--- src/rtl/serial_add_ctrl.sv ---
// Bit-serial adder: one full-adder slice walks WIDTH-bit operands LSB-first.
// Optional subtract mode is enabled by defining SERIAL_ADD_SUB_EN.
module serial_add_ctrl #(
   parameter int WIDTH = 8
) (
   input  logic             clk,
   input  logic             rst,
   input  logic             start,
   input  logic [WIDTH-1:0] A,
   input  logic [WIDTH-1:0] B,
`ifdef SERIAL_ADD_SUB_EN
   input  logic             sub,
`endif
   output logic             busy,
   output logic             done,
   output logic [WIDTH-1:0] Sum,
   output logic             C
);

   localparam int CW = $clog2(WIDTH);
   localparam logic [CW-1:0] LAST = CW'(WIDTH - 1);

   typedef enum logic [1:0] {StIdle, StRun, StDone} state_t;

   state_t           r_state;
   logic [WIDTH-1:0] r_a_sh;
   logic [WIDTH-1:0] r_b_sh;
   // Holds only the upper WIDTH-1 result bits; bit 0 falls out on the final shift.
   logic [WIDTH-2:0] r_s_sh;
   logic             r_cy;
   logic [CW-1:0]    r_cnt;
   logic             r_busy;
   logic             r_done;
   logic [WIDTH-1:0] r_sum;
   logic             r_c;

   logic             w_s1;
   logic             w_c1;
   logic             w_bit;
   logic             w_c2;
   logic             w_cout;
   logic [WIDTH-1:0] w_s_next;
   logic [WIDTH-1:0] w_b_load;
   logic             w_cy_load;

   assign w_s1     = r_a_sh[0] ^ r_b_sh[0];
   assign w_c1     = r_a_sh[0] & r_b_sh[0];
   assign w_bit    = w_s1 ^ r_cy;
   assign w_c2     = w_s1 & r_cy;
   assign w_cout   = w_c1 | w_c2;
   assign w_s_next = {w_bit, r_s_sh};

`ifdef SERIAL_ADD_SUB_EN
   assign w_b_load  = sub ? ~B : B;
   assign w_cy_load = sub;
`else
   assign w_b_load  = B;
   assign w_cy_load = 1'b0;
`endif

   always_ff @(posedge clk) begin
      if (rst) begin
         r_state <= StIdle;
         r_a_sh  <= '0;
         r_b_sh  <= '0;
         r_s_sh  <= '0;
         r_cy    <= 1'b0;
         r_cnt   <= '0;
         r_busy  <= 1'b0;
         r_done  <= 1'b0;
         r_sum   <= '0;
         r_c     <= 1'b0;
      end else begin
         case (r_state)
            StIdle: begin
               if (start) begin
                  r_a_sh  <= A;
                  r_b_sh  <= w_b_load;
                  r_cy    <= w_cy_load;
                  r_cnt   <= '0;
                  r_busy  <= 1'b1;
                  r_state <= StRun;
               end
            end
            StRun: begin
               r_s_sh <= w_s_next[WIDTH-1:1];
               r_a_sh <= r_a_sh >> 1;
               r_b_sh <= r_b_sh >> 1;
               r_cy   <= w_cout;
               r_cnt  <= r_cnt + 1'b1;
               if (r_cnt == LAST) begin
                  r_sum   <= w_s_next;
                  r_c     <= w_cout;
                  r_done  <= 1'b1;
                  r_state <= StDone;
               end
            end
            StDone: begin
               r_done  <= 1'b0;
               r_busy  <= 1'b0;
               r_state <= StIdle;
            end
            default: r_state <= StIdle;
         endcase
      end
   end

   assign busy = r_busy;
   assign done = r_done;
   assign Sum  = r_sum;
   assign C    = r_c;

endmodule

--- config.mk ---
export PLATFORM = sky130hd
export DESIGN_NAME = serial_add_ctrl
export DESIGN_NICKNAME = d
export VERILOG_FILES = /design/src/rtl/serial_add_ctrl.sv
export SDC_FILE = /design/constraint.sdc
export NUM_CORES = 1
export LEC_CHECK = 0
export ABC_AREA = 1
export BUFFER_PORTS_ARGS = -buffer_cell sky130_fd_sc_hd__buf_4
export CORE_MARGIN = 1.5
export CORE_UTILIZATION = 50
export CTS_CLUSTER_DIAMETER = 60
export DETAILED_ROUTE_END_ITERATION = 10
export PLACE_DENSITY = 0.82
export SLEW_MARGIN = 20
export SYNTH_ARGS = -nofsm -noshare
export SYNTH_HDL_FRONTEND = slang
export SYNTH_SLANG_ARGS = --single-unit
--- constraint.sdc ---
create_clock -name clk -period 1.95 [get_ports clk]
set_input_delay 0.39 -clock clk [delete_from_list [all_inputs] [get_ports clk]]
set_output_delay 0.39 -clock clk [all_outputs]
set_load 0.01 [all_outputs]
; Yosys cells after proc, flatten, opt, wreduce, memory -nomap -nowiden
; Index checks and enable logic that the tools add are counted.
[word_totals]
elab_cells = 45
ff_bits = 40
output_inout_bits = 11
in_bits = 19
[op_classes]
n_reduce_logical = 9
n_eq_ne = 5
muxes = 15
n_addsub = 1
n_bitwise = 5
[op_table]
columns = cell, n
row1 = $pmux W8 S2, 2
row2 = $mux W8, 2
row3 = $reduce_and A2 Y1, 5
row4 = $pmux W1 S2, 3
row5 = $pmux W3 S2, 1
row6 = $reduce_bool A2 Y1, 3
row7 = $mux W2, 2
row8 = $ne A2 B2 Y1 const B, 2
row9 = $pmux W2 S2, 1
row10 = $add A3 B1 Y3 const B, 1
row11 = $eq A3 B3 Y1 const B, 1
row12 = $mux W1, 3
row13 = $mux W3, 1
row14 = $and A1 B1 Y1, 2
row15 = $eq A2 B1 Y1 const B, 1
row16 = $eq A2 B2 Y1 const B, 1
row17 = $logic_not A2 Y1, 1
row18 = $xor A1 B1 Y1, 2
row19 = $or A1 B1 Y1, 1

; Logic depth before layout (Yosys ltp)
[depth]
ltp_word = 4
mapped_depth = 8
mapped_depth_nobuf = 6

; Worst setup path before layout
; OpenSTA, ideal clock, no wires.
[synth_path]
kind = reg-to-reg
from = register r_cnt[0]
to = register r_sum[7] (netlist: Sum[7])
synth_period_minus_slack_ns = 1.152
arrival_time_ns = 1.039
path_buffers = 1
slack_ns = 0.798
setup_ns = 0.113
required_ns = 1.837
path_stages_with_launch = 8
path_cell_list = dfxtp_1 -> ha_1 -> ha_1 -> nand2_2 -> buf_6 -> nand2_2 -> nand2_1 -> nor2_1
[synth_via]
elab_chain_cells = 2
[synth_rtl]
columns = item, line_no
row1 = "start, declared", 31  ; logic [CW-1:0] r_cnt;
row2 = "start signal, assigned", 90  ; r_cnt <= r_cnt + 1'b1;
row3 = $eq A3 B3 Y1, 91  ; if (r_cnt == LAST) begin
row4 = $reduce_and A2 Y1 (no line), -
row5 = "end signal, assigned", 92  ; r_sum <= w_s_next;
row6 = "end, declared", 34  ; logic [WIDTH-1:0] r_sum;
; Every way passes these cells.
; A chain may end at the register's enable or synchronous reset.

; Final worst setup path
[layout_path]
from = register r_state[0]
to = register r_b_sh[3]
[layout_via]
elab_chain_cells = 3
[layout_rtl]
columns = item, line_no
row1 = "start, declared", 25  ; state_t r_state;
row2 = "start signal, assigned", 63  ; r_state <= StIdle;
row3 = "start signal, assigned", 82  ; r_state <= StRun;
row4 = "start signal, assigned", 95  ; r_state <= StDone;
row5 = $eq A2 B1 Y1 / $logic_not A2 Y1 (equally long branches), 74  ; case (r_state)
row6 = $reduce_bool A2 Y1 (no line) / $ne A2 B2 Y1 (equally long branches), -
row7 = $reduce_and A2 Y1 (no line), -
row8 = "end signal, assigned", 78  ; r_b_sh <= w_b_load;
row9 = "end signal, assigned", 88  ; r_b_sh <= r_b_sh >> 1;
row10 = "end, declared", 27  ; logic [WIDTH-1:0] r_b_sh;
; Parallel ways exist; a longest one is shown, timed or not.

==> impl_metrics.json <==
{
  "drv_slew": 0,
  "drc": 0,
  "power.density_mw_per_mm2": 791.3,
  "utilization": 0.6198,
  "clk_latency_ns": 0.35,
  "ant_nets": 0,
  "dieArea_sq_mm": 0.003936,
  "cts_tree": "built",
  "syn_inst": 264,
  "cap_violations": 0,
  "dpl.hpwl_mm": 2.319,
  "hp-class": "input port to register",
  "wirelength_mm": 3.457,
  "grt_pass1_vias": 1382,
  "power.leakage_nw": 1.065,
  "grt-ovfl-total": 0,
  "outcome": "finished clean",
  "fmax_mhz": 698.2,
  "yosysSeqAreaShare": 0.4488,
  "rows": 21,
  "slew_headroom": 0.7565,
  "layout-drive-gt1-share": 0.1581,
  "post-route-period-util": 0.7345,
  "critPathKind": "register to register",
  "post-cts-setup-buffers": 0,
  "ys_warn_count": 0,
  "ys.flop_type": "dfxtp_1",
  "clock_skew_ns": 0.006343,
  "yosysUniqueCellTypes": 18,
  "startpoint_type": "register",
  "synth_top_area_cell": "dfxtp_1",
  "n_fill_cell": 312,
  "synth_mux_area_frac": 0,
  "synth_top_family_by_area": "simple AND/OR/NAND/NOR gates",
  "synth_commonest_cells": "nand2_1 (83), nor2_1 (56), dfxtp_1 (40)",
  "syn2layout_area_growth_pct": 17.74,
  "synth-simple-area-share": 0.3682,
  "synth_edf_count": 0,
  "antenna_found_initial": 0,
  "synth_top_cells_by_area": "dfxtp_1 (45%), nand2_1 (17%), nor2_1 (12%)",
  "syn_avg_cell_area_sq_um": 6.758,
  "synthAdderAreaFrac": 0.02525,
  "diodes": 0,
  "tightest_slew_ns": 0.3648,
  "ctsRootBufferMaster": "clkbuf_4",
  "dr.pass1.iters": 4,
  "finalSetupTns_ns": 0,
  "via_per_inst": 4.700,
  "wl_per_cell_um": 10.26,
  "hold_viol_final": 0,
  "die_width_um": 62.74,
  "cts.clk_slew.worst_paths_ns": 0.11,
  "cp.required_ns": 2.21,
  "synth_most_common_cell": "nand2_1",
  "port_buffers": 29,
  "arrival_ns": 1.69,
  "start_util": 0.5264,
  "numCtsBuffers": 5,
  "ir_worst_vdd_uv": 500.1,
  "cts-resized-gates": 0,
  "synthArstFlopShare": 0,
  "grt_use_total": 0.1938,
  "ctsHoldBuffers": 0,
  "coreArea_sq_mm": 0.003390,
  "rsz0062_at_grt": "no",
  "grt_pass1_wl_mm": 5.982,
  "end_kind": "register",
  "via_count": 1584,
  "clock_path_buffers": 2,
  "crit_fanout": 21,
  "synth_compound_area_frac": 0.05680,
  "synth_top_area_share": 0.4488,
  "drtIter0Drc": 137,
  "die_y_um": 62.74,
  "layout.nets": 312,
  "setup_viol": 0,
  "synthXorXnorAreaFrac": 0,
  "synth_nets": 286,
  "cts.sinks": 40,
  "ios": 30,
  "cts_max_level": 2,
  "ys_seq_elements": 40,
  "post-route-min-period_ns": 1.432,
  "place_congestion": 0.7921,
  "netlist_area_sq_mm": 0.001784,
  "grt_max_degree": 25
}
-- final timing paths --
path / slack (ns) / cells after the start / start / end
setup / recovery: 0.52 / 6 / r_state[0] / r_b_sh[3]
hold / removal: 0.24 / 2 / rst / r_cy
setup reg to reg: 0.52 / 6 / r_state[0] / r_b_sh[3]
hold reg to reg: 0.47 / 2 / r_cnt[1] / r_cnt[1]
-- cell usage in the layout (no fill, tap or decap) --
cell and instances:
o21ai_4 1, fa_1 1, buf_12 2, nand2_1 83
nor2_1 56, clkinv_2 1, inv_2 2, bufinv_16 1
clkbuf_4 5, ha_1 2, nor2_4 1, a21oi_1 7
nand2_2 3, o21ai_0 10, dfxtp_1 40, inv_1 24
nand3_1 21, buf_4 30, clkbuf_1 1
-- area by class of cell --
type	instances	area, sq um	share of cell area
well taps	46	57.56	0.02740
multi-input cells	185	803.3	0.3824
inverters	26	97.59	0.04646
repair buffers	32	265.3	0.1263
clock buffers	6	41.29	0.01965
clock inverters	2	35.03	0.01668
flip-flops and latches	40	800.8	0.3812
-- per-layer routing --
| layer | vias up | part of all wire | track usage |
|---|---|---|---|
| li1 | 856 | - | - |
| met1 | 687 | 0.48 | 0.2443 |
| met2 | 37 | 0.45 | 0.3078 |
| met3 | 4 | 0.061 | 0.04685 |
| met4 | 0 | 0.012 | 0.1000 |
| met5 | - | 0 | 0 |
-- cell families after synthesis --
family / Yosys count
buffers and inverters: 39
AOI/OAI and AO/OA: 18
and+or+nand+nor: 164
adders and majority gates: 3
DFF: 40
-- power breakdown --
group	internal (mW)	leakage (nW)	total [mW]	switching (mW)
Combinational	0.0983	0.695	0.229	0.131
Sequential	0.866	0.328	0.897	0.0309
Clock	0.269	0.0422	0.536	0.268
-- worst max-delay path, stage by stage, from the launching register on --
cell and delay, ns:
dfxtp_1 0.41, buf_4 0.25, nand2_2 0.26, nand2_1 0.16
nand2_1 0.07, nor2_1 0.13, nor2_1 0.06
-- flip-flops by register name, indices dropped and copies added (netlist names) --
signal / count
C: 1
Sum: 8
busy: 1
done: 1
r_a_sh: 8
r_b_sh: 8
r_cnt: 3
r_cy: 1
r_s_sh: 7
r_state: 2
-- per-stage QoR --
step | worst slack [ns] | total power [mW] | hold WS (ns) | instances | area [sq um]
2_1_floorplan | 0.7982 | 1.073 | 0.4333 | 264 | 1784
3_3_place_gp | 0.6394 | 1.136 | 0.4502 | 329 | 2024
3_5_place_dp | 0.5931 | 1.142 | 0.4603 | 329 | 2024
4_1_cts | 0.5116 | 1.672 | 0.2356 | 337 | 2101
5_1_grt | 0.3681 | 1.754 | 0.2266 | 337 | 2101
6_report | 0.5177 | 1.662 | 0.2398 | 337 | 2101
No activity file was read; power rests on OpenSTA's default activity.
